## src/rtl/ysyx_041461_clint_pkg.sv

```systemverilog
// Shared CLINT definitions: default window base, register offsets inside the
// 64 KiB window, bus FSM state encoding and the byte-strobe merge helper.
package ysyx_041461_clint_pkg;

  localparam logic [63:0] CLINT_BASE_DEF = 64'h0000_0000_0200_0000;

  localparam logic [15:0] OFF_MSIP     = 16'h0000;
  localparam logic [15:0] OFF_MTIMECMP = 16'h4000;
  localparam logic [15:0] OFF_MTIME    = 16'hBFF8;

  typedef enum logic {
    ST_IDLE = 1'b0,
    ST_RESP = 1'b1
  } clint_state_e;

  // Replace the strobed bytes of cur with the matching bytes of wdata.
  function automatic logic [63:0] merge_bytes(input logic [63:0] cur,
                                              input logic [63:0] wdata,
                                              input logic [7:0]  wmask);
    logic [63:0] merged;
    for (int i = 0; i < 8; i++) begin
      merged[i*8 +: 8] = wmask[i] ? wdata[i*8 +: 8] : cur[i*8 +: 8];
    end
    return merged;
  endfunction

endpackage

```

## src/rtl/ysyx_041461_clint_tick.sv

```systemverilog
// mtime prescaler: counts 0..TICK_DIV-1 and pulses tick on the last count.
// While stop is high the count holds and no tick is issued.
module ysyx_041461_clint_tick #(
  parameter int TICK_DIV = 1
) (
  input  logic clk,
  input  logic rst,
  input  logic stop,
  output logic tick
);

  localparam int CW = (TICK_DIV > 1) ? $clog2(TICK_DIV) : 1;
  localparam logic [CW-1:0] LAST = CW'(TICK_DIV - 1);

  logic [CW-1:0] cnt;

  assign tick = !stop && (cnt == LAST);

  // Advance the divider; wrap to zero on the tick.
  always_ff @(posedge clk) begin
    if (!rst) begin
      cnt <= '0;
    end else if (tick) begin
      cnt <= '0;
    end else if (!stop) begin
      cnt <= cnt + 1'b1;
    end
  end

endmodule

```

## src/rtl/ysyx_041461_clint.sv

```systemverilog
// Core-local interruptor: memory-mapped msip / mtimecmp / mtime behind a
// valid/ready request and valid/ready response handshake, driving the
// timer-interrupt level for WB and the software-interrupt level.
// Optional build macro YSYX_041461_CLINT_STOP_EN adds a time_stop input that
// freezes the prescaler and mtime (bus writes to MTIME still land).
module ysyx_041461_clint
  import ysyx_041461_clint_pkg::*;
#(
  parameter logic [63:0] BASE_ADDR = CLINT_BASE_DEF,
  parameter int          TICK_DIV  = 1
) (
  input  logic        clk,
  input  logic        rst,
`ifdef YSYX_041461_CLINT_STOP_EN
  input  logic        time_stop,
`endif
  input  logic        req_valid,
  output logic        req_ready,
  input  logic        req_wen,
  input  logic [63:0] req_addr,
  input  logic [63:0] req_wdata,
  input  logic [7:0]  req_wmask,
  output logic        resp_valid,
  input  logic        resp_ready,
  output logic [63:0] resp_rdata,
  output logic        resp_err,
  output logic        clint_timer_irq,
  output logic        clint_soft_irq,
  output logic [63:0] clint_mtime
);

  clint_state_e state;
  logic [63:0]  mtime;
  logic [63:0]  mtimecmp;
  logic         msip;
  logic         tick;
  logic         stop;

`ifdef YSYX_041461_CLINT_STOP_EN
  assign stop = time_stop;
`else
  assign stop = 1'b0;
`endif

  ysyx_041461_clint_tick #(
    .TICK_DIV (TICK_DIV)
  ) u_tick (
    .clk  (clk),
    .rst  (rst),
    .stop (stop),
    .tick (tick)
  );

  // Address decode; addresses below the base wrap to a huge offset and miss.
  logic [63:0] off_full;
  logic [15:0] off;
  logic        in_win;
  logic        sel_msip;
  logic        sel_cmp;
  logic        sel_time;
  logic        dec_err;
  logic [63:0] rd_val;
  logic [63:0] wr_merged;
  logic        accept;
  logic        do_wr;

  assign off_full  = req_addr - BASE_ADDR;
  assign off       = off_full[15:0];
  assign in_win    = (off_full[63:16] == '0);
  assign sel_msip  = in_win && (off == OFF_MSIP);
  assign sel_cmp   = in_win && (off == OFF_MTIMECMP);
  assign sel_time  = in_win && (off == OFF_MTIME);
  assign dec_err   = (req_addr[2:0] != 3'b000) || !(sel_msip || sel_cmp || sel_time);

  // Current (pre-edge) value of the selected register; shared by reads and
  // as the base that strobed write bytes are merged into.
  always_comb begin
    rd_val = '0;
    if (sel_msip)      rd_val = {63'd0, msip};
    else if (sel_cmp)  rd_val = mtimecmp;
    else if (sel_time) rd_val = mtime;
  end

  assign wr_merged = merge_bytes(rd_val, req_wdata, req_wmask);
  assign accept    = (state == ST_IDLE) && req_valid;
  assign do_wr     = accept && req_wen && !dec_err;

  assign req_ready  = (state == ST_IDLE);
  assign resp_valid = (state == ST_RESP);

  // Bus FSM: accept in IDLE, hold the response in RESP until consumed.
  always_ff @(posedge clk) begin
    if (!rst) begin
      state      <= ST_IDLE;
      resp_rdata <= '0;
      resp_err   <= 1'b0;
    end else begin
      case (state)
        ST_IDLE: begin
          if (accept) begin
            state      <= ST_RESP;
            resp_rdata <= (req_wen || dec_err) ? 64'd0 : rd_val;
            resp_err   <= dec_err;
          end
        end
        ST_RESP: begin
          if (resp_ready) begin
            state <= ST_IDLE;
          end
        end
        default: state <= ST_IDLE;
      endcase
    end
  end

  // Timer/software registers; a bus write to mtime beats the tick increment.
  always_ff @(posedge clk) begin
    if (!rst) begin
      mtime           <= '0;
      mtimecmp        <= '1;
      msip            <= 1'b0;
      clint_timer_irq <= 1'b0;
    end else begin
      if (do_wr && sel_time) begin
        mtime <= wr_merged;
      end else if (tick) begin
        mtime <= mtime + 64'd1;
      end
      if (do_wr && sel_cmp) begin
        mtimecmp <= wr_merged;
      end
      if (do_wr && sel_msip) begin
        msip <= wr_merged[0];
      end
      clint_timer_irq <= (mtime >= mtimecmp);
    end
  end

  assign clint_soft_irq = msip;
  assign clint_mtime    = mtime;

endmodule

```

## config.mk

```make
export PLATFORM = sky130hd
export DESIGN_NAME = ysyx_041461_clint
export DESIGN_NICKNAME = d
export VERILOG_FILES = /design/src/rtl/ysyx_041461_clint_pkg.sv /design/src/rtl/ysyx_041461_clint_tick.sv /design/src/rtl/ysyx_041461_clint.sv
export SDC_FILE = /design/constraint.sdc
export NUM_CORES = 1
export LEC_CHECK = 0
export BUFFER_PORTS_ARGS = -buffer_cell sky130_fd_sc_hd__buf_2
export CAP_MARGIN = 10
export CORE_MARGIN = 10
export CORE_UTILIZATION = 40
export DETAILED_ROUTE_END_ITERATION = 16
export GPL_TIMING_DRIVEN = 0
export SYNTH_ARGS = -nofsm -noshare
export SYNTH_HDL_FRONTEND = slang
export SYNTH_SLANG_ARGS = --single-unit
```

## constraint.sdc

```tcl
create_clock -name clk -period 4.73 [get_ports clk]
set_clock_uncertainty 0.15 [all_clocks]
set_input_delay 0.7095 -clock clk [delete_from_list [all_inputs] [get_ports clk]]
set_output_delay 0.7095 -clock clk [all_outputs]
set_load 0.01 [all_outputs]
```

Word-level counts from Yosys, hierarchy flattened
Cells that the tools add are included.

cells by class
  add/sub/neg operators = 3
  $lt $le $gt $ge = 1
  eq/ne operators = 3
  muxes and demuxes = 17
  bitwise operators = 1
  reduce and logical (&&, ||, !) cells = 20

operators with widths
  operator                  number
  $mux W64                  6
  $add A64 B1 Y64 const B   1
  $ge A64 B64 Y1            1
  $mux W8                   8
  $sub A64 B26 Y64 const B  1
  $logic_not A48 Y1         1
  $eq A16 B15 Y1 const B    1
  $eq A16 B16 Y1 const B    1
  $logic_not A16 Y1         1
  $logic_and A1 B1 Y1       9
  $logic_or A1 B1 Y1        4
  $reduce_and A2 Y1         2
  $reduce_bool A3 Y1        1
  $logic_not A1 Y1          2
  $mux W1                   2
  $ne A2 B2 Y1 const B      1
  $pmux W1 S2               1
  $add A1 B1 Y1 const B     1
  $not A1 Y1                1

word-level totals
  register bits after elaboration = 197
  bits of input ports = 141
  output and inout port bits = 133
  logic and storage cells = 53

Longest topological paths before layout
Gate-level depths: netlist (run 1).

  depth after elaboration = 11
  gate-level depth with buffers = 13
  depth with buffers taken out = 10

Cells and area by module
A second synthesis (run 1) with hierarchy kept.

second synthesis, totals
  cells, all modules = 1,640
  area total of the unflattened synthesis = 13,141.4 um^2

modules (own cells, without submodules)
  module                  times used  cells each  area an instance (um^2)  sequential area each (um^2)
  ysyx_041461_clint       1           1,637       13,111.3                 3,923.8
  ysyx_041461_clint_tick  1           3           30.0                     20.0

Least setup slack after synthesis (run 1)
Ideal clock, no wire load.

  path kind = input -> register
  start = input port req_addr[25]
  end = register mtime[39] (netlist: clint_mtime[39])
  library setup time = 0.126 ns
  arrival = 3.548 ns
  data required time = 4.454 ns
  path slack = 0.906 ns
  stages = 13
  path buffers = 4
  path through = inv_1 -> ha_1 -> or4b_1 -> or4_1 -> clkbuf_2 -> or3_1 -> a221oi_2 -> nand4b_2 -> nor4_2 -> buf_4 -> buf_2 -> buf_4 -> a21oi_1

on the way
  longest elaborated chain between the ends = 11
  elaborated cells between the ends (all ways) = 18
  those cells by class = 1 x add/sub; 1 x eq/ne; 5 x mux; 11 x reduce/logical

RTL lines
  element                                             line                                              source
  from (decl)                                         ysyx_041461_clint.sv:20                           input logic [63:0] req_addr,
  $sub A64 B26 Y64 *                                  ysyx_041461_clint.sv:67                           assign off_full = req_addr - BASE_ADDR;
  $logic_not A48 Y1 *                                 ysyx_041461_clint.sv:69                           assign in_win = (off_full[63:16] == '0);
  $logic_and A1 B1 Y1, on equally long branches       ysyx_041461_clint.sv:70, ysyx_041461_clint.sv:71
  $logic_or A1 B1 Y1 (2 in series)                    ysyx_041461_clint.sv:73                           assign dec_err = (req_addr[2:0] != 3'b000) || !(sel_msip || sel_cmp || sel_time);
  $logic_not A1 Y1                                    ysyx_041461_clint.sv:73
  $logic_or A1 B1 Y1                                  ysyx_041461_clint.sv:73
  $logic_not A1 Y1                                    ysyx_041461_clint.sv:86                           assign do_wr = accept && req_wen && !dec_err;
  $logic_and A1 B1 Y1                                 ysyx_041461_clint.sv:86
  $logic_and A1 B1 Y1                                 ysyx_041461_clint.sv:124                          if (do_wr && sel_time) begin
  $ne A2 B2 Y1 (no line) or $mux W64 (tied branches)  --
  to (signal assigned)                                ysyx_041461_clint.sv:125                          mtime <= wr_merged;
  to (signal assigned)                                ysyx_041461_clint.sv:127                          mtime <= mtime + 64'd1;
  to (decl)                                           ysyx_041461_clint.sv:33                           logic [63:0] mtime;

Every way passes the cells marked *; elsewhere a longest branch is shown, timed or not.
A chain may end at the register's enable or synchronous reset.

Worst setup path in the final report (run 1)
  start = input port req_addr[25]
  end = register resp_rdata[6]

on the way
  longest elaborated chain between the ends = 9
  elaborated cells between the ends (all ways) = 14
  those cells by class = 1 x add/sub; 4 x mux; 9 x reduce/logical

RTL lines
  element                                        line                                              source
  $sub A64 B26 Y64 *                             ysyx_041461_clint.sv:67
  $logic_not A48 Y1 *                            ysyx_041461_clint.sv:69
  $logic_and A1 B1 Y1, on equally long branches  ysyx_041461_clint.sv:70, ysyx_041461_clint.sv:71
  $logic_or A1 B1 Y1 (2 in series)               ysyx_041461_clint.sv:73
  $logic_not A1 Y1                               ysyx_041461_clint.sv:73
  $logic_or A1 B1 Y1                             ysyx_041461_clint.sv:73
  $logic_or A1 B1 Y1                             ysyx_041461_clint.sv:102                          resp_rdata <= (req_wen || dec_err) ? 64'd0 : rd_val;
  $mux W64 *                                     ysyx_041461_clint.sv:102
  to (signal assigned)                           ysyx_041461_clint.sv:102
  to (decl)                                      ysyx_041461_clint.sv:25                           output logic [63:0] resp_rdata,

Marks and branches as above.

==> flow_summary.yaml, run 1 <==
status:
  run_status: "finished clean"
cells_and_area:
  syn2layout_area_growth_pct: 20.8
  fin_cells: 2110
  nets: 1918
  regArea_um2: 3940
  drive_gt1_share_pct: 20.8
  fill_cells: 2987
  final_core_util_pct: 49.1
  multi_input_area_um2: 7010
placed_design:
  dp_slack_ns: -0.290
  place_congestion: 0.874
  dpl.cell_count: 2075
  place_hpwl_mm: 33.0
  io_buffers: 265
drt:
  viasPerCell: 5.81
  wl_per_cell_um: 20.7
  ant_nets: 0
  dr.pass1.iters: 6
  wl_mm: 43.7
  drtIter0Drc: 853
  vias: 12300
  drc: 0
die:
  fp.dieW_um: 191
  start_util_pct: 40.7
  fp.dieH_um: 191
  pin_count: 274
  std_cell_rows: 62
  die_area_um2: 36600
  core_area_um2: 28900
setup_path:
  critPathRequiredTime_ns: 4.95
  crit_cells: 13
  crit_buf_inv: 4
  crit_fanout: 10
  r2r_end: "clint_mtime[59]$_SDFFE_PN0P_"
  crit_path_start: "req_addr[25]"
  crit_type: "in2reg"
  crit_path_end_kind: "register"
  reg2reg_depth: 9
  start_kind: "primary input"
  cp_slowest_cell: "or4b_1"
  reg2reg_setup_slack_ns: 1.53
  rr_startpoint: "clint_mtime[9]$_SDFFE_PN0P_"
  crit_path_max_incr_delay_ns: 0.53
  cp_cell_sequence: "buf_2 > inv_1 > ha_1 > or4b_1 > or4_1 > clkbuf_2 > or3_1 > a221oi_2 > nand4b_2 > nor3_2 > nand3_2 > clkbuf_1 > o21ai_0"
  critPathCapture: "resp_rdata[6]$_SDFFE_PN0P_"
  critical_path.top_delay_family: "simple AND/OR/NAND/NOR gates"
  cp.arrival_ns: 4.54
synth:
  synthArstFlopShare_pct: 0
  syn_area_per_cell_um2: 8.24
  syn_area_um2: 11700
  synth-edff-count: 0
  yosys-top-cells-count: "dfxtp_1, o21ai_0, a22oi_1, nand2_1, nor2_1"
  synthCells: 1425
  synth-seq-cells: 197
  synthesis.nets: 1632
  synth-main-ff-cell: "dfxtp_1"
  synth_area_leaders: "dfxtp_1, a22oi_1, ha_1, o21ai_0, nor4b_1"
  yosysMostFrequentCell: "dfxtp_1"
  seq_area_frac_synth_pct: 33.6
  yosys.area.top_type: "dfxtp_1"
  synth_top_area_share_pct: 33.6
  ys_warn_count: 0
  synth_cell_types: 64
grt:
  grt_pass1_vias: 11900
  grt_max_degree: 19
  grt_use_total_pct: 23.0
  grt_pass1_wl_mm: 67.0
  antenna_found_initial: 2
  globalRoute.totalOverflow: 0
clock_tree:
  cts_max_level: 4
  clockBufferDepth: 2
  cts_hold_buf: 0
  clkTransAtPathRegs_ns: 0.07
  cts_tree: "yes"
  clkSinkCount: 197
  cts_buffers: 17
  post_cts_resized: 0
  insertion_delay_ns: 0.46
  clockRootBuffer: "clkbuf_16"
  post_cts.repair.setup_buffers: 0
sta:
  drv_slew: 0
  fmax_mhz: 232
  final.setup.worst_slack_ns: 0.418
  finalHoldViolations: 0
  fin_crit_ns: 4.31
  finalCritPeriodShare_pct: 91.2
  tns_ns: 0
  relSlewSlack_pct: 28.8
  tightest_slew_ns: 1.07
  report.final.setup_viol: 0
  rsz0062_at_grt: "no"
power:
  p_per_area_nw_per_um2: 246
  power_mw: 3.48
  p_leak_nw: 6.54
  ir_drop_mv: 0.230
min_path:
  hold_depth: 2
  min_path_type: "reg2reg"
job:
  drv_cap: 0
metrics by stage:
| step | cell area (µm²) | hold WS (ns) |
|---|---|---|
| finish | 14200 | 0.299 |
| global route | 14200 | 0.321 |
| CTS | 14200 | 0.305 |
| detailed placement | 13600 | 0.288 |
| global placement | 13500 | 0.279 |
| floorplan | 11700 | 0.333 |
cell type report:
cell class              instances  share of cell area [%]
diodes                          2                  0.0353
plain buffers                 110                    3.74
clock buffers                  17                    3.00
clock inverters                15                    1.22
inverters                      73                    1.93
multi-input cells            1045                    49.4
flip-flops and latches        197                    27.8
well taps                     384                    3.39
repair buffers                267                    9.44
power by group:
part / leakage [nW] / total [mW] / switching (mW) / internal [mW]
Clock: 0.291 / 1.54 / 0.748 / 0.797
Sequential: 1.59 / 1.67 / 0.00579 / 1.66
Combinational: 4.66 / 0.272 / 0.169 / 0.103
Total: 6.54 / 3.48 / 0.923 / 2.56
worst reg2reg max path, cell delays in order, from the launching register on:
cell and delay (ns):
dfxtp_1 0.52, and4_1 0.32, nand4_1 0.21, nand4b_1 0.58, nor4_2 0.55, buf_4 0.27, nand4_1 0.12, xnor2_1 0.15
o21ai_0 0.17, a21oi_1 0.05
per-layer routing:
layer  vias to the layer above  track usage, %  part of all wire (%)
met1                      5971            28.3                    43
met2                       386            39.9                    49
li1                       5857               -                     -
met4                         0            6.49                   2.1
met5                         -               0                     0
met3                        50            4.43                   6.0
state kept, by name, indices dropped and copies added, names as in the netlist:
| register | cells |
|---|---|
| resp_valid | 1 |
| resp_err | 1 |
| clint_mtime | 64 |
| resp_rdata | 64 |
| mtimecmp | 64 |
| clint_timer_irq | 1 |
| clint_soft_irq | 1 |
| u_tick.cnt | 1 |
how the worst min path moves through the flow:
stage | to | from
floorplan | mtimecmp[0]$_SDFFE_PN1P_ | mtimecmp[0]$_SDFFE_PN1P_
global placement | resp_rdata[48]$_SDFFE_PN0P_ | resp_rdata[48]$_SDFFE_PN0P_
detailed placement | resp_rdata[18]$_SDFFE_PN0P_ | resp_rdata[18]$_SDFFE_PN0P_
CTS | resp_rdata[46]$_SDFFE_PN0P_ | resp_rdata[46]$_SDFFE_PN0P_
global route | resp_rdata[46]$_SDFFE_PN0P_ | resp_rdata[46]$_SDFFE_PN0P_
finish | resp_rdata[45]$_SDFFE_PN0P_ | resp_rdata[45]$_SDFFE_PN0P_
logic make-up after synthesis:
group	Yosys count	synth area share, %
and+or+nand+nor	444	21.0
adders and majority gates	66	7.03
muxes	2	0.192
AOI/OAI and AO/OA	468	26.6
other	1	0.0319
DFF	197	33.6
buffers and inverters	183	6.83
xor gates and xnor gates	64	4.78
layout by cell type, fill, tap and decap left out, drive strengths merged, types with 5 or more instances in the layout:
cell type  count
a21o          19
a21oi         83
a22oi        128
a2bb2oi       64
and2           7
and3          20
and4          10
buf          317
clkbuf        77
clkinv         5
dfxtp        197
ha            66
inv           79
nand2        103
nand2b         7
nand3         38
nand3b         6
nand4         31
nor2          95
nor3          19
nor4          17
nor4b         67
o21ai        145
or3            7
xnor2         50
xor2          14
Note: power is estimated with default switching activity, not from simulation.
==> run 2, diff against run 1 <==
--- a/config.mk
+++ b/config.mk
@@ -11,2 +11,3 @@
 export CORE_UTILIZATION = 40
+export CTS_CLUSTER_DIAMETER = 40
 export DETAILED_ROUTE_END_ITERATION = 16
==> constraint.sdc (replaced) <==
create_clock -name clk -period 4.73 [get_ports clk]
set_clock_uncertainty 0.15 [all_clocks]
set_input_delay 0.946 -clock clk [delete_from_list [all_inputs] [get_ports clk]]
set_output_delay 0.946 -clock clk [all_outputs]
set_load 0.01 [all_outputs]
==> run 2 against run 1 <==
Effect of this change: global-route usage barely moved; sequential power barely moved; utilization barely moved; via count fell by 0.42%; critical endpoint is now resp_rdata[14]$_SDFFE_PN0P_; final cell count did not move; fmax fell by 2.4%; first-iteration DRC count fell by 7.4%; highest routed layer unchanged; largest power group unchanged; combinational power barely moved.
==> flow_summary.yaml, run 2 (synthesis gave the netlist of run 1 again) <==
sta:
  final.setup.worst_slack_ns: 0.311
  tns_ns: 0
  fin_crit_ns: 4.42
  relSlewSlack_pct: 28.6
  finalCritPeriodShare_pct: 93.4
  whs_ns: 0.298
  drv_slew: 0
  finalHoldViolations: 0
  report.final.setup_viol: 0
  fmax_mhz: 226
  rsz0062_at_grt: "no"
  tightest_slew_ns: 1.07
grt:
  grt_max_degree: 19
  antenna_found_initial: 2
  grt_pass1_wl_mm: 67.0
  grt_use_total_pct: 23.0
  globalRoute.totalOverflow: 0
  grt_pass1_vias: 11900
min_path:
  hold_depth: 2
  min_from: "resp_rdata[45]$_SDFFE_PN0P_"
  holdPathEnd: "resp_rdata[45]$_SDFFE_PN0P_"
  min_path_type: "reg2reg"
cells_and_area:
  multi_input_area_um2: 7020
  fin_area_um2: 14200
  syn2layout_area_growth_pct: 20.9
  nets: 1918
  fin_cells: 2110
  final_core_util_pct: 49.2
  regArea_um2: 3940
  layout_common_cells: "buf_2, dfxtp_1, o21ai_0"
  drive_gt1_share_pct: 21.0
  fill_cells: 2986
  final_common_cell: "buf_2"
placed_design:
  dpl.cell_count: 2075
  place_hpwl_mm: 33.0
  placed_area_um2: 13600
  dp_slack_ns: -0.527
  place_congestion: 0.874
  io_buffers: 265
clock_tree:
  clkSinkCount: 197
  cts_tree: "yes"
  clockRootBuffer: "clkbuf_16"
  clockBufferDepth: 2
  cts_max_level: 4
  clkTransAtPathRegs_ns: 0.08
  insertion_delay_ns: 0.45
  cts_buffers: 17
setup_path:
  crit_fanout: 10
  crit_type: "in2reg"
  crit_path_end_kind: "register"
  critPathRequiredTime_ns: 4.95
  crit_path_start: "req_addr[25]"
  cp.arrival_ns: 4.64
  reg2reg_setup_slack_ns: 1.51
  start_kind: "primary input"
  reg2reg_depth: 9
  rr_startpoint: "clint_mtime[9]$_SDFFE_PN0P_"
  r2r_end: "clint_mtime[59]$_SDFFE_PN0P_"
die:
  std_cell_rows: 62
  fp.dieW_um: 191
  die_area_um2: 36600
  core_area_um2: 28900
  pin_count: 274
  fp.dieH_um: 191
  start_util_pct: 40.7
power:
  power_mw: 3.48
  p_leak_nw: 6.55
  p_per_area_nw_per_um2: 245
  ir_drop_mv: 0.227
drt:
  drc: 0
  vias: 12200
  viasPerCell: 5.79
  wl_mm: 43.7
  wl_per_cell_um: 20.7
  dr.pass1.iters: 5
  ant_nets: 0
  drtIter0Drc: 790
job:
  drv_cap: 0
status:
  run_status: "finished clean"
==> run 2: changes by cell type in the layout (fill, tap and decap cells not counted) <==
cell and delta:
clkbuf_2 +4, buf_1 -2, clkbuf_1 -2, nand3_2 -1, nand3_4 +1
==> run 2: worst max path at each step <==
stage | end | slack (ns) | cells after the start
after CTS | resp_rdata[6]$_SDFFE_PN0P_ | 0.20 | 13
after floorplan | clint_mtime[39]$_SDFFE_PN0P_ | 0.67 | 13
final | resp_rdata[14]$_SDFFE_PN0P_ | 0.31 | 13
after global routing | clint_mtime[57]$_SDFFE_PN0P_ | 0.09 | 14
after detailed placement | mtimecmp[22]$_SDFFE_PN1P_ | -0.53 | 14
after global placement | clint_mtime[51]$_SDFFE_PN0P_ | -0.44 | 14
==> run 2: final cells by class <==
cell class              instances  area share [%]
multi-input cells            1045            49.4
flip-flops and latches        197            27.8
repair buffers                267            9.43
plain buffers                 110            3.77
well taps                     384            3.39
clock buffers                  17            3.00
inverters                      73            1.93
clock inverters                15            1.22
diodes                          2          0.0353
==> run 2: routing by layer <==
metal	track usage (%)	share of wire (%)	vias to the layer above
met2	39.9	49	380
met4	6.49	2.1	0
met3	4.43	5.5	52
met1	28.3	43	5920
met5	0	0	-
li1	-	-	5861
==> run 2: repair_timing <==
action	4_1_cts	5_1_grt
pin swaps	0	0
endpoints found under the setup margin	9	73
resized for setup	2	11
setup buffers	0	0
hold buffers	0	0
==> run 2: power by group <==
part	internal [mW]	total (mW)	switching, mW	leakage [nW]
clock network	0.797	1.54	0.744	0.291
registers	1.66	1.67	0.00569	1.59
logic	0.104	0.272	0.168	4.67
total	2.56	3.48	0.918	6.55
==> run 2: worst max-delay path: stages <==
cell	delay [ns]
buf_2	0.12
inv_1	0.05
ha_1	0.21
or4b_1	0.52
or4_1	0.42
clkbuf_2	0.18
or3_1	0.34
a221oi_2	0.32
nand4b_2	0.24
nor3_2	0.36
nand3_4	0.30
clkbuf_1	0.37
o21ai_0	0.25
